[src/rtl/relay_guard_multi.sv]
// relay_guard_multi: N-channel sensor fault guard with debounce,
// timed reclosure, retry limit and a valid/ready event stream.
module relay_guard_multi #(
    parameter int N_CH       = 3,
    parameter int SEN_W      = 12,
    parameter int COUNT_MAX  = 800000,
    parameter int DEBOUNCE   = 4,
    parameter int HOLD_TICKS = 63,
    parameter int MAX_RETRY  = 3
) (
    input  logic                    clk,
    input  logic                    rst,
    input  logic                    en,
    input  logic [N_CH*SEN_W-1:0]   sen_flat,
    input  logic [SEN_W-1:0]        sen_ref,
    input  logic [SEN_W-1:0]        threshold,
    input  logic [N_CH-1:0]         clear_fail,
    output logic [N_CH-1:0]         relay,
    output logic [N_CH-1:0]         fail_latched,
    output logic [3*N_CH-1:0]       ch_state,
    output logic                    evt_valid,
    output logic [$clog2(N_CH):0]   evt_ch,
    output logic [2:0]              evt_code,
    input  logic                    evt_ready,
    output logic                    evt_lost
);

    localparam int CH_W = $clog2(N_CH) + 1;
    localparam int PW   = $clog2(COUNT_MAX);
    localparam int DW   = $clog2(DEBOUNCE + 1);
    localparam int HW   = $clog2(HOLD_TICKS + 1);
    localparam int RW   = $clog2(MAX_RETRY + 1);

    localparam logic [2:0] EV_OPEN  = 3'd1;
    localparam logic [2:0] EV_CLOSE = 3'd2;
    localparam logic [2:0] EV_FAIL  = 3'd3;
    localparam logic [2:0] EV_CLR   = 3'd4;
    localparam logic [2:0] EV_RECOV = 3'd5;

    typedef enum logic [2:0] {
        S_IDLE  = 3'd0,
        S_MON   = 3'd1,
        S_DEB   = 3'd2,
        S_OPEN  = 3'd3,
        S_CLOSE = 3'd4,
        S_FAIL  = 3'd5
    } state_t;

    logic [PW-1:0]    pc_q;
    logic             tick;
    logic [N_CH-1:0]  over;
    logic [SEN_W:0]   diff   [N_CH];
    state_t           st_q   [N_CH];
    state_t           st_d   [N_CH];
    logic [DW-1:0]    deb_q  [N_CH];
    logic [DW-1:0]    deb_d  [N_CH];
    logic [HW-1:0]    hold_q [N_CH];
    logic [HW-1:0]    hold_d [N_CH];
    logic [RW-1:0]    ret_q  [N_CH];
    logic [RW-1:0]    ret_d  [N_CH];
    logic [N_CH-1:0]  trip;
    logic [N_CH-1:0]  ev_set;
    logic [2:0]       ev_code   [N_CH];
    logic [N_CH-1:0]  pend_v;
    logic [2:0]       pend_code [N_CH];
    logic             ld;
    logic             pick_v;
    logic [CH_W-1:0]  pick_ch;
    logic [2:0]       pick_code;
    logic [N_CH-1:0]  take;

    assign tick = (pc_q == PW'(COUNT_MAX - 1));

    // Free-running tick prescaler, independent of en.
    always_ff @(posedge clk or negedge rst) begin
        if (!rst)      pc_q <= '0;
        else if (tick) pc_q <= '0;
        else           pc_q <= pc_q + PW'(1);
    end

    // Over-threshold test in SEN_W+1 bits so a low sample never wraps.
    always_comb begin
        over = '0;
        for (int i = 0; i < N_CH; i++) begin
            diff[i] = {1'b0, sen_flat[i*SEN_W +: SEN_W]} - {1'b0, sen_ref};
            over[i] = !diff[i][SEN_W] && (diff[i][SEN_W-1:0] > threshold);
        end
    end

    // Per-channel next state, counters and event generation.
    always_comb begin
        trip   = '0;
        ev_set = '0;
        for (int i = 0; i < N_CH; i++) begin
            st_d[i]    = st_q[i];
            deb_d[i]   = deb_q[i];
            hold_d[i]  = hold_q[i];
            ret_d[i]   = ret_q[i];
            ev_code[i] = 3'd0;
            if (st_q[i] == S_FAIL) begin
                if (clear_fail[i]) begin
                    st_d[i]    = en ? S_MON : S_IDLE;
                    ret_d[i]   = '0;
                    deb_d[i]   = '0;
                    hold_d[i]  = '0;
                    ev_set[i]  = 1'b1;
                    ev_code[i] = EV_CLR;
                end
            end else if (!en) begin
                st_d[i]   = S_IDLE;
                ret_d[i]  = '0;
                deb_d[i]  = '0;
                hold_d[i] = '0;
            end else begin
                unique case (st_q[i])
                    S_IDLE: begin
                        st_d[i]  = S_MON;
                        ret_d[i] = '0;
                    end
                    S_MON: begin
                        if (tick && over[i]) begin
                            st_d[i]  = S_DEB;
                            deb_d[i] = DW'(1);
                            trip[i]  = (DEBOUNCE == 1);
                        end
                    end
                    S_DEB: begin
                        if (tick && !over[i]) begin
                            st_d[i]   = (ret_q[i] == '0) ? S_MON : S_CLOSE;
                            deb_d[i]  = '0;
                            hold_d[i] = '0;
                        end else if (tick) begin
                            deb_d[i] = deb_q[i] + DW'(1);
                            trip[i]  = (deb_d[i] == DW'(DEBOUNCE));
                        end
                    end
                    S_OPEN: begin
                        if (tick) begin
                            hold_d[i] = hold_q[i] + HW'(1);
                            if (hold_d[i] == HW'(HOLD_TICKS)) begin
                                st_d[i]    = S_CLOSE;
                                hold_d[i]  = '0;
                                ev_set[i]  = 1'b1;
                                ev_code[i] = EV_CLOSE;
                            end
                        end
                    end
                    S_CLOSE: begin
                        if (tick && over[i]) begin
                            st_d[i]   = S_DEB;
                            deb_d[i]  = DW'(1);
                            hold_d[i] = '0;
                            trip[i]   = (DEBOUNCE == 1);
                        end else if (tick) begin
                            hold_d[i] = hold_q[i] + HW'(1);
                            if (hold_d[i] == HW'(HOLD_TICKS)) begin
                                st_d[i]    = S_MON;
                                hold_d[i]  = '0;
                                ret_d[i]   = '0;
                                ev_set[i]  = 1'b1;
                                ev_code[i] = EV_RECOV;
                            end
                        end
                    end
                    default: st_d[i] = S_IDLE;
                endcase
                if (trip[i]) begin
                    deb_d[i]  = '0;
                    hold_d[i] = '0;
                    ev_set[i] = 1'b1;
                    if (ret_q[i] == RW'(MAX_RETRY)) begin
                        st_d[i]    = S_FAIL;
                        ev_code[i] = EV_FAIL;
                    end else begin
                        st_d[i]    = S_OPEN;
                        ret_d[i]   = ret_q[i] + RW'(1);
                        ev_code[i] = EV_OPEN;
                    end
                end
            end
        end
    end

    // Channel state and counter registers.
    always_ff @(posedge clk or negedge rst) begin
        if (!rst) begin
            for (int i = 0; i < N_CH; i++) begin
                st_q[i]   <= S_IDLE;
                deb_q[i]  <= '0;
                hold_q[i] <= '0;
                ret_q[i]  <= '0;
            end
        end else begin
            for (int i = 0; i < N_CH; i++) begin
                st_q[i]   <= st_d[i];
                deb_q[i]  <= deb_d[i];
                hold_q[i] <= hold_d[i];
                ret_q[i]  <= ret_d[i];
            end
        end
    end

    // Outputs decoded from registered state only.
    always_comb begin
        relay        = '0;
        fail_latched = '0;
        ch_state     = '0;
        for (int i = 0; i < N_CH; i++) begin
            relay[i]          = (st_q[i] == S_OPEN) || (st_q[i] == S_FAIL);
            fail_latched[i]   = (st_q[i] == S_FAIL);
            ch_state[3*i +: 3] = st_q[i];
        end
    end

    // Lowest-index pending slot wins the output register.
    always_comb begin
        ld        = !evt_valid || evt_ready;
        pick_v    = 1'b0;
        pick_ch   = '0;
        pick_code = '0;
        take      = '0;
        for (int i = N_CH - 1; i >= 0; i--) begin
            if (pend_v[i]) begin
                pick_v    = 1'b1;
                pick_ch   = CH_W'(i);
                pick_code = pend_code[i];
            end
        end
        for (int i = 0; i < N_CH; i++) begin
            take[i] = ld && pick_v && (pick_ch == CH_W'(i));
        end
    end

    // Pending slots and the held output event.
    always_ff @(posedge clk or negedge rst) begin
        if (!rst) begin
            evt_valid <= 1'b0;
            evt_ch    <= '0;
            evt_code  <= '0;
            evt_lost  <= 1'b0;
            pend_v    <= '0;
            for (int i = 0; i < N_CH; i++) pend_code[i] <= '0;
        end else begin
            if (ld) begin
                evt_valid <= pick_v;
                if (pick_v) begin
                    evt_ch   <= pick_ch;
                    evt_code <= pick_code;
                end
            end
            for (int i = 0; i < N_CH; i++) begin
                if (ev_set[i]) begin
                    pend_v[i]    <= 1'b1;
                    pend_code[i] <= ev_code[i];
                    if (pend_v[i] && !take[i]) evt_lost <= 1'b1;
                end else if (take[i]) begin
                    pend_v[i] <= 1'b0;
                end
            end
        end
    end

endmodule

[config.mk]
export PLATFORM = sky130hd
export DESIGN_NAME = relay_guard_multi
export DESIGN_NICKNAME = d
export VERILOG_FILES = /design/src/rtl/relay_guard_multi.sv
export SDC_FILE = /design/constraint.sdc
export NUM_CORES = 1
export LEC_CHECK = 0
export CAP_MARGIN = 20
export CORE_AREA = 2 2 134 136
export CTS_CLUSTER_DIAMETER = 80
export DETAILED_ROUTE_END_ITERATION = 7
export DIE_AREA = 0 0 136 138
export PLACE_DENSITY = 0.66
export SETUP_SLACK_MARGIN = 0.02
export SYNTH_ARGS = -nofsm -noshare
export SYNTH_HDL_FRONTEND = slang
export SYNTH_SLANG_ARGS = --single-unit
export TNS_END_PERCENT = 5
[constraint.sdc]
create_clock -name clk -period 6.6 [get_ports clk]
set_clock_uncertainty 0.2 [all_clocks]
set_input_delay 1.65 -clock clk [delete_from_list [all_inputs] [get_ports clk]]
set_output_delay 1.65 -clock clk [all_outputs]
set_load 0.02 [all_outputs]
======== Word level (Yosys, flattened, before mapping) ========
Cells that the tools add are included.
word-level totals
  flip-flop bits (word level) ............. 82
  input port bits ......................... 67
  output and inout port bits .............. 23
cells by class
  mux-type cells .......................... 215
  eq/ne operators ......................... 60
  reduce and logical (&&, ||, !) cells .... 53
  magnitude comparators ................... 3
  add/subtract/negate cells ............... 13
operators with widths
  cell                                                    count
  two-way mux 3 bit                                       86
  two-way mux 6 bit                                       24
  two-way mux 2 bit                                       34
  inequality test 6 bit (second input constant)           9
  case mux 6 bit (3 select lines)                         3
  two-way mux 1 bit                                       52
  case mux 3 bit (5 select lines)                         3
  subtractor 12 x 12 -> 13 bit                            3
  greater-than comparator 12 bit                          3
  case mux 3 bit (2 select lines)                         6
  inequality test 5 x 2 -> 1 bit (second input constant)  6
  inequality test 5 x 4 -> 1 bit (second input constant)  6
  inequality test 5 bit (second input constant)           6
  == test 3 bit (second input constant)                   9
  == test 3 x 2 -> 1 bit (second input constant)          7
  AND reduction 7 bit                                     3
  adder 20 x 1 -> 20 bit (second input constant)          1
  == test 20 bit (second input constant)                  1
  two-way mux 20 bit                                      1
  adder 6 x 1 -> 6 bit (second input constant)            3
  == test 6 bit (second input constant)                   3
  inequality test 6 x 1 -> 1 bit (second input constant)  3
  logical AND 1 bit                                       16
  == test 3 x 1 -> 1 bit (second input constant)          4
  other kinds (15)                                        52

======== Depth between registers and ports, before layout ========
Gate-level depths: netlist of run 1.
  depth after elaboration ................. 17
  gate-level depth with buffers ........... 19
  gate-level depth less buffers ........... 19

======== Least setup slack after synthesis of run 1 ========
No wires, ideal clock.
  path kind ............................... input to register
  start point ............................. input port sen_ref[1]
  end point ............................... register st_q, in the netlist ch_state[5]
  cell stages on the path ................. 18
  path buffers ............................ 0
  arrival time ............................ 5.246 ns
  slack ................................... 1.027 ns
  library setup time ...................... 0.128 ns
  data required time ...................... 6.272 ns
  path through ............................ inv_1 > ha_1 > nor2b_1 > o21ai_0 > a21boi_0 > o2111ai_1 > a21boi_0 > o31ai_1 > nor3b_1 > a311o_1 > ha_1 > nand4_1 > nor2_1 > o21ai_0 > a31o_2 > nor3_2 > o221ai_2 > mux2_1
on the way
  longest elaborated chain between the ends .. 12
RTL lines
  item                                                                         line  text
  start: declaration                                                           15    input logic [SEN_W-1:0] sen_ref,
  subtractor 12 x 12 -> 13 bit *                                               85    diff[i] = {1'b0, sen_flat[i*SEN_W +: SEN_W]} - {1'b0, sen_ref};
  greater-than comparator 12 bit or logical NOT 1 bit (tied branches)          86    over[i] = !diff[i][SEN_W] && (diff[i][SEN_W-1:0] > threshold);
  logical AND 1 bit *                                                          86
  parallel branches: the longest is 9 deep, another holds AND reduction 7 bit  n/a
  end signal: indexed assignment                                               195   st_q[i] <= st_d[i];
  end: declaration                                                             53    state_t st_q [N_CH];
Every way passes the cells marked *. The select of a mux whose other input is x is not followed.
A chain may end at the register's enable or synchronous reset.

======== Final worst setup path of run 1 ========
Same ends and word-level chain as after synthesis.

==> results of run 1 <==
[power groups by stage]
stage / Sequential (mW) / Clock [mW] / Combinational (mW)
after global placement: 0.665 / 0 / 0.918
after floorplan: 0.654 / 0 / 0.636
after global routing: 0.671 / 0.514 / 1.05
after CTS: 0.656 / 0.490 / 0.935
after detailed placement: 0.666 / 0 / 0.930
final: 0.658 / 0.479 / 0.939
[area by class of cell]
cell class	count	share of cell area (%)
timing repair buffer	97	10.6
tap	229	3.15
clock inverter	5	0.427
clock buffer	11	2.67
multi-input combinational	759	58.1
sequential	81	22.3
inverter	67	2.77
[worst min-delay path, cell delays in order, from the launching register on]
cell     delay (ns)
dfrtp_1        0.34
nand2_1        0.04
o21ai_0        0.06
[metal layers]
layer / GRT usage [%] / wire length, µm / vias up
li1: - / - / 3565
met1: 31.5 / 9680 / 3350
met2: 33.2 / 8700 / 182
met3: 3.59 / 921 / 31
met4: 6.74 / 453 / 0
met5: 0 / 0 / -
[synthesized netlist by cell type (3+ instances only)]
cell       instances  area (µm²)
nand2_1           93         349
ha_1              91        1140
nor2_1            84         315
dfrtp_1           81        2030
inv_1             66         248
o21ai_0           64         320
a21oi_1           54         270
nand3_1           43         215
xnor2_1           25         219
a21o_1            20         150
nand4_1           20         125
xor2_1            18         158
a31oi_1           16         100
nand2b_1          14        87.6
nor2b_1           14        87.6
clkbuf_1          13        48.8
nor3_1            13        65.1
o21a_1            11        82.6
a21boi_0           9        67.6
and2_1             9        56.3
o31ai_1            9        67.6
and3_1             8        50.1
o2bb2ai_1          7        61.3
a211oi_1           6        45.0
buf_2              6        30.0
nand3b_1           6        45.0
nor4_1             5        31.3
o211ai_1           5        37.5
a22o_1             4        35.0
a22oi_1            4        30.0
a31o_2             4        35.0
and4_1             4        35.0
mux2i_1            4        40.0
o21bai_1           4        30.0
o22ai_1            4        25.0
o32ai_1            4        35.0
or3_1              4        25.0
a311o_1            3        30.0
a41oi_1            3        26.3
fa_1               3        60.1
mux2_2             3        33.8
o211a_1            3        30.0
or2_2              3        18.8
[cells by family after synthesis]
group           count (synthesis)  synth area share (%)
compound gates                272                  24.5
xor+xnor                       43                  4.93
fa+ha+maj                      94                  15.7
buf+inv                        88                  4.47
flops                          81                  26.5
mux                            10                  1.46
other cells                     1                0.0491
simple gates                  339                  22.3
[state kept, by name, summed over array words and instances, names as in the netlist]
name       count
evt_code       3
evt_lost       1
evt_valid      1
ret_q          6
hold_q        18
evt_ch         2
deb_q          9
ch_state       9
pc_q          20
pend_v         3
pend_code      9
[metrics by stage]
stage / area [µm²] / cells / worst slack [ns] / setup TNS (ns) / hold WS (ns)
final: 9090 / 1249 / 0.393 / 0 / 0.277
after floorplan: 7640 / 928 / 1.03 / 0 / 0.243
after global placement: 8770 / 1232 / 0.148 / 0 / 0.265
after CTS: 9050 / 1248 / 0.319 / 0 / 0.283
after detailed placement: 8770 / 1232 / -0.00774 / -0.00774 / 0.268
after global routing: 9090 / 1249 / 0.0191 / 0 / 0.305
[worst min path at each step]
stage | from | end | slack [ns] | cells after the start
after floorplan | deb_q[8] | deb_q[8] | 0.24 | 2
after global placement | pc_q[4] | pc_q[4] | 0.27 | 1
after detailed placement | deb_q[8] | deb_q[8] | 0.27 | 2
after CTS | deb_q[8] | deb_q[8] | 0.28 | 2
after global routing | pc_q[4] | pc_q[4] | 0.30 | 1
final | deb_q[2] | deb_q[2] | 0.28 | 2
==> run metrics, run 1 <==
Synth Flop Type=dfrtp_1; Root Buffer=clkbuf_16; DRT antenna net count=0; Arr. time, crit path=6.23 ns; routed via count=7,128; vias in the first global route=between 6,000 and 7,000; # rows=49; Async SR Flop Fraction=100%; Synth Register Bits=81; Layout Utilization=51.9%; status=complete, no violations; most common cell after layout, fill and taps aside=nand2_1; largest net degree at the start of global routing=82; CTS clk-pin slew, worst paths=0.06 ns; fmax=0.161 GHz; Post-Syn Nets=between 1,000 and 1,500; Crit Reg-Reg Endpoint=ch_state[8]; Flop pwr share=a little under a third; crit path from=sen_ref[1]; Routed WL per cell=15.8 µm; Slew Limit Headroom=49.8%; Critical R2R Launch=pc_q[0]; Sequential Area=2030 µm²; DRC errors left=0; max incr delay on CP=0.50 ns; Max-cap violations=0; critical path depth in cells=20; CP max-delay cell=clkdlybuf4s50_1; Yosys warnings=0; clock network power share=between 20% and 30%; Setup CP Type=in -> reg; via/cell ratio=5.71; Multi-input gate area=between 5000 and 6000 µm²; Initial Util=43.5%; Post-Synthesis Cell Area=about 7600 µm²; Netlist cell types=92; Avg Cell Area, Syn=8.23 µm²; CTS tree=built; Switching Share=approximately 40%; slew of the pin with the lowest slew margin=~0.75 ns; drt pass-1 iters=6; die height=138 µm; Final Hold Fails=0; cell depth of the worst flop-to-flop path=9; Total Wirelength=19.8 mm; CTS max path bufs=2; Nets=about 1,200; P_int=1.25 mW; Final Total Pwr=2.08 mW; CP endpoint=ch_state[5]; critical path capture point type=flip-flop; CTS H-tree lvls=3; RSZ-0062 raised after global routing=no; total core area=17,500 µm²; total power divided by cell area=around 230 nW/µm²; Congestion Overflow GR=0; worst-skew pair later-pin latency=0.35 ns; Cells after Synth=928; Setup crit start kind=primary input; die width=136 µm; gr usage total=21.8%; CP bufs+invs=2; CP top delay family=compound AO/OA/AOI/OAI gates; total of fill cells in the finished design=~1,700; cts hold-fix bufs=0; post-synthesis sequential area ratio=26.5%; Placer Congestion=0.894; switching pwr=831 µW; crit share post-route=94.0%; max-slew violations=0; fraction of layout cells with a size suffix above 1=6.08%; cells along the critical path=clkdlybuf4s50_1 -> inv_1 -> ha_1 -> nor2b_1 -> o21ai_0 -> a21boi_0 -> o2111ai_1 -> a21boi_1 -> o31ai_2 -> nor3b_1 -> a311o_1 -> ha_1 -> nand4_1 -> nor2_1 -> o21ai_0 -> a31o_2 -> o31ai_1 -> a31oi_2 -> o221ai_2 -> mux2_1; Gate power share=45.2%; postcts setup bufs=0; minimum clock period=6.21 ns; IO Port Bufs=88; post-cts resize count=0; internal reg-to-reg setup slack=~3.4 ns; Num CTS Buffers=9; antenna violations before repair=0; Leakage Power=4.05 nW; Tightest Hold Check Type=reg -> reg; n_diodes=0; Die ar.=18,800 µm²; synthesis-to-layout area growth=19.1%; CTS Sinks=81; CP Max Fanout=5; VDD IR-drop max=0.143 mV; detailed placer's ending HPWL=15.5 mm; Critical Path RT=6.62 ns; most frequent cells in the layout=93 x nand2_1, 91 x ha_1, 87 x clkdlybuf4s50_1; setup violators final=0; DR iter-0 viols=approximately 430; EDFF count, synth=0; IO Count=90; first-pass GRT wire length=around 33 mm
Note: power is estimated with default switching activity, not from simulation.
==> run 2: changes to the inputs <==
- CAP_MARGIN: 20 -> unset
==> run metrics, run 2 (synthesis results as in run 1) <==
Hold Path Depth=2 (unchanged); Congestion Overflow GR=0 (unchanged); Root Buffer=clkbuf_16; critical path capture point type=flip-flop; Layout Utilization=51.7% (-0.16 points); max-slew violations=0 (unchanged); # rows=49 (unchanged); global routing usage on met1=31.5% (unchanged); total power divided by cell area=229 nW/µm² (+0.22%); die width=136 µm (unchanged); IO Count=90 (unchanged); CTS Sinks=81 (unchanged); fmax=0.161 GHz (about the same); total core area=17,500 µm² (unchanged); vias in the first global route=6,836 (unchanged); status=complete, no violations; RSZ-0062 raised after global routing=no; Hold EP=deb_q[2]; # placed instances=1,232 (unchanged); Final Hold Fails=0 (unchanged); CTS clk-pin slew, worst paths=0.06 ns (about the same); most common cell after layout, fill and taps aside=nand2_1; internal reg-to-reg setup slack=3.37 ns (about the same); Placer Congestion=0.894 (unchanged); GR Util met2=33.2% (unchanged); Max-cap violations=0 (unchanged); CTS max path bufs=2 (unchanged); fraction of layout cells with a size suffix above 1=5.99% (-0.092 points); grt met3 use=3.59% (unchanged); largest register by flop count=pc_q; antenna violations before repair=0 (unchanged); routed via count=7,156 (+0.39%); crit share post-route=94.0% (about the same); drt pass-1 iters=7 (+1); max FFs per register=20 (unchanged); largest net degree at the start of global routing=82 (unchanged); final setup TNS=0 ns (unchanged); die height=138 µm (unchanged); Setup CP Type=in -> reg; most used routing layer=met2; Setup crit start kind=primary input; Arr. time, crit path=6.23 ns (about the same); Slew Limit Headroom=30.1% (-20 points); CTS tree=built; DRC errors left=0 (unchanged); IO Port Bufs=88 (unchanged); VDD IR-drop max=0.143 mV (about the same); most frequent cells in the layout=93 x nand2_1, 91 x ha_1, 87 x clkdlybuf4s50_1; Tightest Hold Check Type=reg -> reg; top flop regs=pc_q: 20 flops, hold_q: 18 flops; detailed placer's ending HPWL=15.5 mm (unchanged); HP Start=deb_q[2]; Routed WL per cell=15.8 µm (+0.13%); Min Hold Slack=0.277 ns (+0.000555 ns); worst-skew pair later-pin latency=0.35 ns (about the same); Critical Path RT=6.62 ns (about the same); gr usage total=21.8% (unchanged); cell depth of the worst flop-to-flop path=8 (-1); synthesis-to-layout area growth=18.7%; CTS H-tree lvls=3 (unchanged); slew of the pin with the lowest slew margin=1.05 ns (+0.301 ns); DR iter-0 viols=461 (+6.7%); Die ar.=18,800 µm² (unchanged); via/cell ratio=5.73 (+0.47%); DRT antenna net count=0 (unchanged); CP Max Fanout=5 (unchanged); n_diodes=0 (unchanged); minimum clock period=6.20 ns (-0.00409 ns); Total Wirelength=19.8 mm (about the same); first-pass GRT wire length=33.2 mm (unchanged); Leakage Power=4.04 nW (-0.31%); Initial Util=43.5% (unchanged); Final Total Pwr=2.08 mW (about the same); Nets=1,175 (-0.085%); Crit Reg-Reg Endpoint=hold_q[2]; Num CTS Buffers=9 (unchanged); setup violators final=0 (unchanged); Critical R2R Launch=pc_q[0]; Non-Filler Instances=1,248 (-0.080%)
[run 2: cell types whose count changed in the layout (fill, tap and decap cells not counted), sizes merged]
cell  delta
buf      -1
[run 2: stage by stage]
step	instance area (µm²)	setup slack [ns]
2_1_floorplan	7640	1.03
3_3_place_gp	8770	0.148
3_5_place_dp	8770	-0.00774
4_1_cts	9050	0.319
5_1_grt	9060	0.0191
6_report	9060	0.397
[run 2: area by class of cell]
type / instances / area [µm²]
Tap cell: 229 / 287
Timing Repair Buffer: 96 / 938
Clock inverter: 5 / 38.8
Multi-Input combinational cell: 759 / 5280
Clock buffer: 11 / 243
Fill cell: 1720 / 8470
Sequential cell: 81 / 2030
Inverter: 67 / 251
[run 2: layer usage]
metal	wire, µm	up-vias	share of wire [%]
met5	0	-	0
li1	-	3567	-
met4	478	0	2.4
met3	993	34	5.0
met2	8590	201	43
met1	9710	3354	49
[run 2: power breakdown]
group	switching (mW)	internal, mW
clock	0.213	0.267
combinational	0.523	0.414
sequential	0.0947	0.563
total	0.831	1.24
[run 2: what timing repair did]
action	4_1_cts	5_1_grt
hold buffers	0	0
setup buffers	0	0
endpoints found under the setup margin	0	15
gates resized for setup	0	3
[run 2: worst max path at each step]
stage	slack (ns)	from	endpoint	cells after the start
3_3_place_gp	0.15	sen_ref[1]	ch_state[5]	19
5_1_grt	0.02	sen_ref[1]	ch_state[5]	20
6_report	0.40	sen_ref[1]	ch_state[5]	20
3_5_place_dp	-0.008	sen_ref[1]	ch_state[5]	19
4_1_cts	0.32	sen_ref[1]	ch_state[5]	19
2_1_floorplan	1.03	sen_ref[1]	ch_state[5]	18
[run 2: critical path: stages]
cell	delay (ns)
clkdlybuf4s50_1	0.50
inv_1	0.15
ha_1	0.30
nor2b_1	0.12
o21ai_0	0.21
a21boi_0	0.19
o2111ai_1	0.28
a21boi_1	0.15
o31ai_2	0.27
nor3b_1	0.09
a311o_1	0.34
ha_1	0.31
nand4_1	0.16
nor2_1	0.13
o21ai_0	0.12
a31o_2	0.28
o31ai_1	0.27
a31oi_2	0.18
o221ai_2	0.15
mux2_1	0.35
==> run 3: changes to the inputs <==
- REMOVE_ABC_BUFFERS: unset -> 1
==> run metrics, run 3 (synthesis results as in run 1) <==
Tightest Hold Check Type=reg -> reg; vias in the first global route=6,867 (+0.45%); max-slew violations=0 (unchanged); max FFs per register=20 (unchanged); Final Hold Fails=0 (unchanged); CTS max path bufs=2 (unchanged); Leakage Power=4.06 nW (+0.57%); Placer Congestion=0.909 (+1.7%); routed via count=7,145 (-0.15%); fraction of layout cells with a size suffix above 1=5.89% (-0.092 points); total power divided by cell area=238 nW/µm² (+4.0%); most frequent cells in the layout=93 x nand2_1, 91 x ha_1, 87 x clkdlybuf4s50_1; CTS tree=built; CP Max Fanout=10 (+5); top flop regs=pc_q: 20 flops, hold_q: 18 flops; Root Buffer=clkbuf_16; Max-cap violations=0 (unchanged); CTS Sinks=81 (unchanged); VDD IR-drop max=0.175 mV (+22%); Die ar.=18,800 µm² (unchanged); DRT antenna net count=0 (unchanged); gr usage total=21.5% (-0.23 points); global routing usage on met1=30.6% (-0.85 points); Total Wirelength=19.6 mm (-0.89%); RSZ-0062 raised after global routing=no; IO Count=90 (unchanged); most used routing layer=met2; Critical Path RT=6.63 ns (about the same); Congestion Overflow GR=0 (unchanged); grt met3 use=3.30% (-0.29 points); Setup crit start kind=primary input; DR iter-0 viols=381 (-17%); most common cell after layout, fill and taps aside=nand2_1; Non-Filler Instances=1,247 (-0.080%); minimum clock period=6.12 ns (-0.0852 ns); detailed placer's ending HPWL=15.3 mm (-1.8%); critical path capture point type=flip-flop; total core area=17,500 µm² (unchanged); # placed instances=1,232 (unchanged); largest register by flop count=pc_q; die width=136 µm (unchanged); slew of the pin with the lowest slew margin=0.819 ns (-0.229 ns); Slew Limit Headroom=45.4% (+15 points); worst-skew pair later-pin latency=0.34 ns (about the same); CTS clk-pin slew, worst paths=0.07 ns (about the same); drt pass-1 iters=5 (-2); largest net degree at the start of global routing=66 (-20%); Setup CP Type=in -> reg; CTS H-tree lvls=3 (unchanged); fmax=0.163 GHz (+1.4%); status=complete, no violations; IO Port Bufs=88 (unchanged); total of fill cells in the finished design=1,715 (-0.29%); DRC errors left=0 (unchanged); GR Util met2=34.5% (+1.3 points); Num CTS Buffers=9 (unchanged); die height=138 µm (unchanged); Initial Util=43.5% (unchanged); synthesis-to-layout area growth=19.4%; cts hold-fix bufs=0 (unchanged); via/cell ratio=5.73 (about the same); antenna violations before repair=0 (unchanged); Arr. time, crit path=6.15 ns (-0.08 ns); final setup TNS=0 ns (unchanged); first-pass GRT wire length=33.3 mm (+0.27%); Routed WL per cell=15.7 µm (-0.81%); Nets=1,175 (unchanged); crit share post-route=92.7% (-1.3 points); Layout Utilization=52.0% (+0.29 points); n_diodes=0 (unchanged); setup violators final=0 (unchanged); # rows=49 (unchanged)
-- run 3: changes by cell type in the layout (fill, tap and decap cells not counted), sizes merged --
cell,previous run,this run
clkinv,4,2
bufinv,0,3
clkbuf,11,9
-- run 3: report_power, final --
group          total [mW]  switching, mW  leakage, nW  internal [mW]
sequential          0.657         0.0940         1.09          0.563
clock               0.583          0.213        0.162          0.370
combinational       0.932          0.520         2.81          0.412
total                2.17          0.827         4.06           1.34
-- run 3: timing repair --
item | in CTS | in global routing
buffers inserted | 0 | 0
resized for setup | 0 | 1
setup endpoints to repair | 0 | 3
-- run 3: area by class of cell --
type                            instances  area (µm²)  share of cell area (%)
Multi-Input combinational cell        759        5270                    57.8
Sequential cell                        81        2030                    22.2
Timing Repair Buffer                   96         938                    10.3
Tap cell                              229         287                    3.14
Inverter                               67         251                    2.76
Clock buffer                            9         225                    2.47
Clock inverter                          6         115                    1.26
-- run 3: stage by stage --
stage                     worst slack (ns)  instance area (µm²)  power, mW  hold slack (ns)
after floorplan                       1.03                 7550       1.28            0.243
after global placement               0.224                 8770       1.59            0.262
after detailed placement             0.133                 8770       1.59            0.268
after CTS                            0.484                 9110       2.18            0.277
after global routing                0.0584                 9120       2.32            0.288
final                                0.482                 9120       2.17            0.276
-- run 3: worst paths after layout --
kind                                     to        from  depth (start not counted)  slack, ns
worst min-delay path                pc_q[4]     pc_q[4]                          1       0.28
max in group asynchronous         hold_q[1]         rst                          2       4.15
min in group asynchronous          pc_q[12]         rst                          1       0.96
worst min register to register      pc_q[4]     pc_q[4]                          1       0.28
worst max-delay path            ch_state[2]  sen_ref[1]                         20       0.48
worst max register to register  ch_state[8]    pc_q[15]                          7       3.55
-- run 3: metal layers --
metal | up-vias | part of all wire [%]
met5 | - | 0
met4 | 0 | 1.4
met3 | 26 | 5.0
met2 | 212 | 46
met1 | 3337 | 48
li1 | 3570 | -
-- run 3: worst max-delay path: stages --
cell	delay, ns
clkdlybuf4s50_1	0.50
inv_1	0.14
ha_1	0.29
nor2b_1	0.12
o21ai_0	0.21
a21boi_0	0.15
o21ai_0	0.24
a21oi_1	0.13
nor2_1	0.17
o21ai_0	0.13
xor2_1	0.16
ha_1	0.30
nand4_1	0.11
or3_1	0.40
a21o_1	0.19
a31oi_4	0.36
nand3_2	0.20
o21ai_2	0.26
nand3_2	0.13
mux2_4	0.31
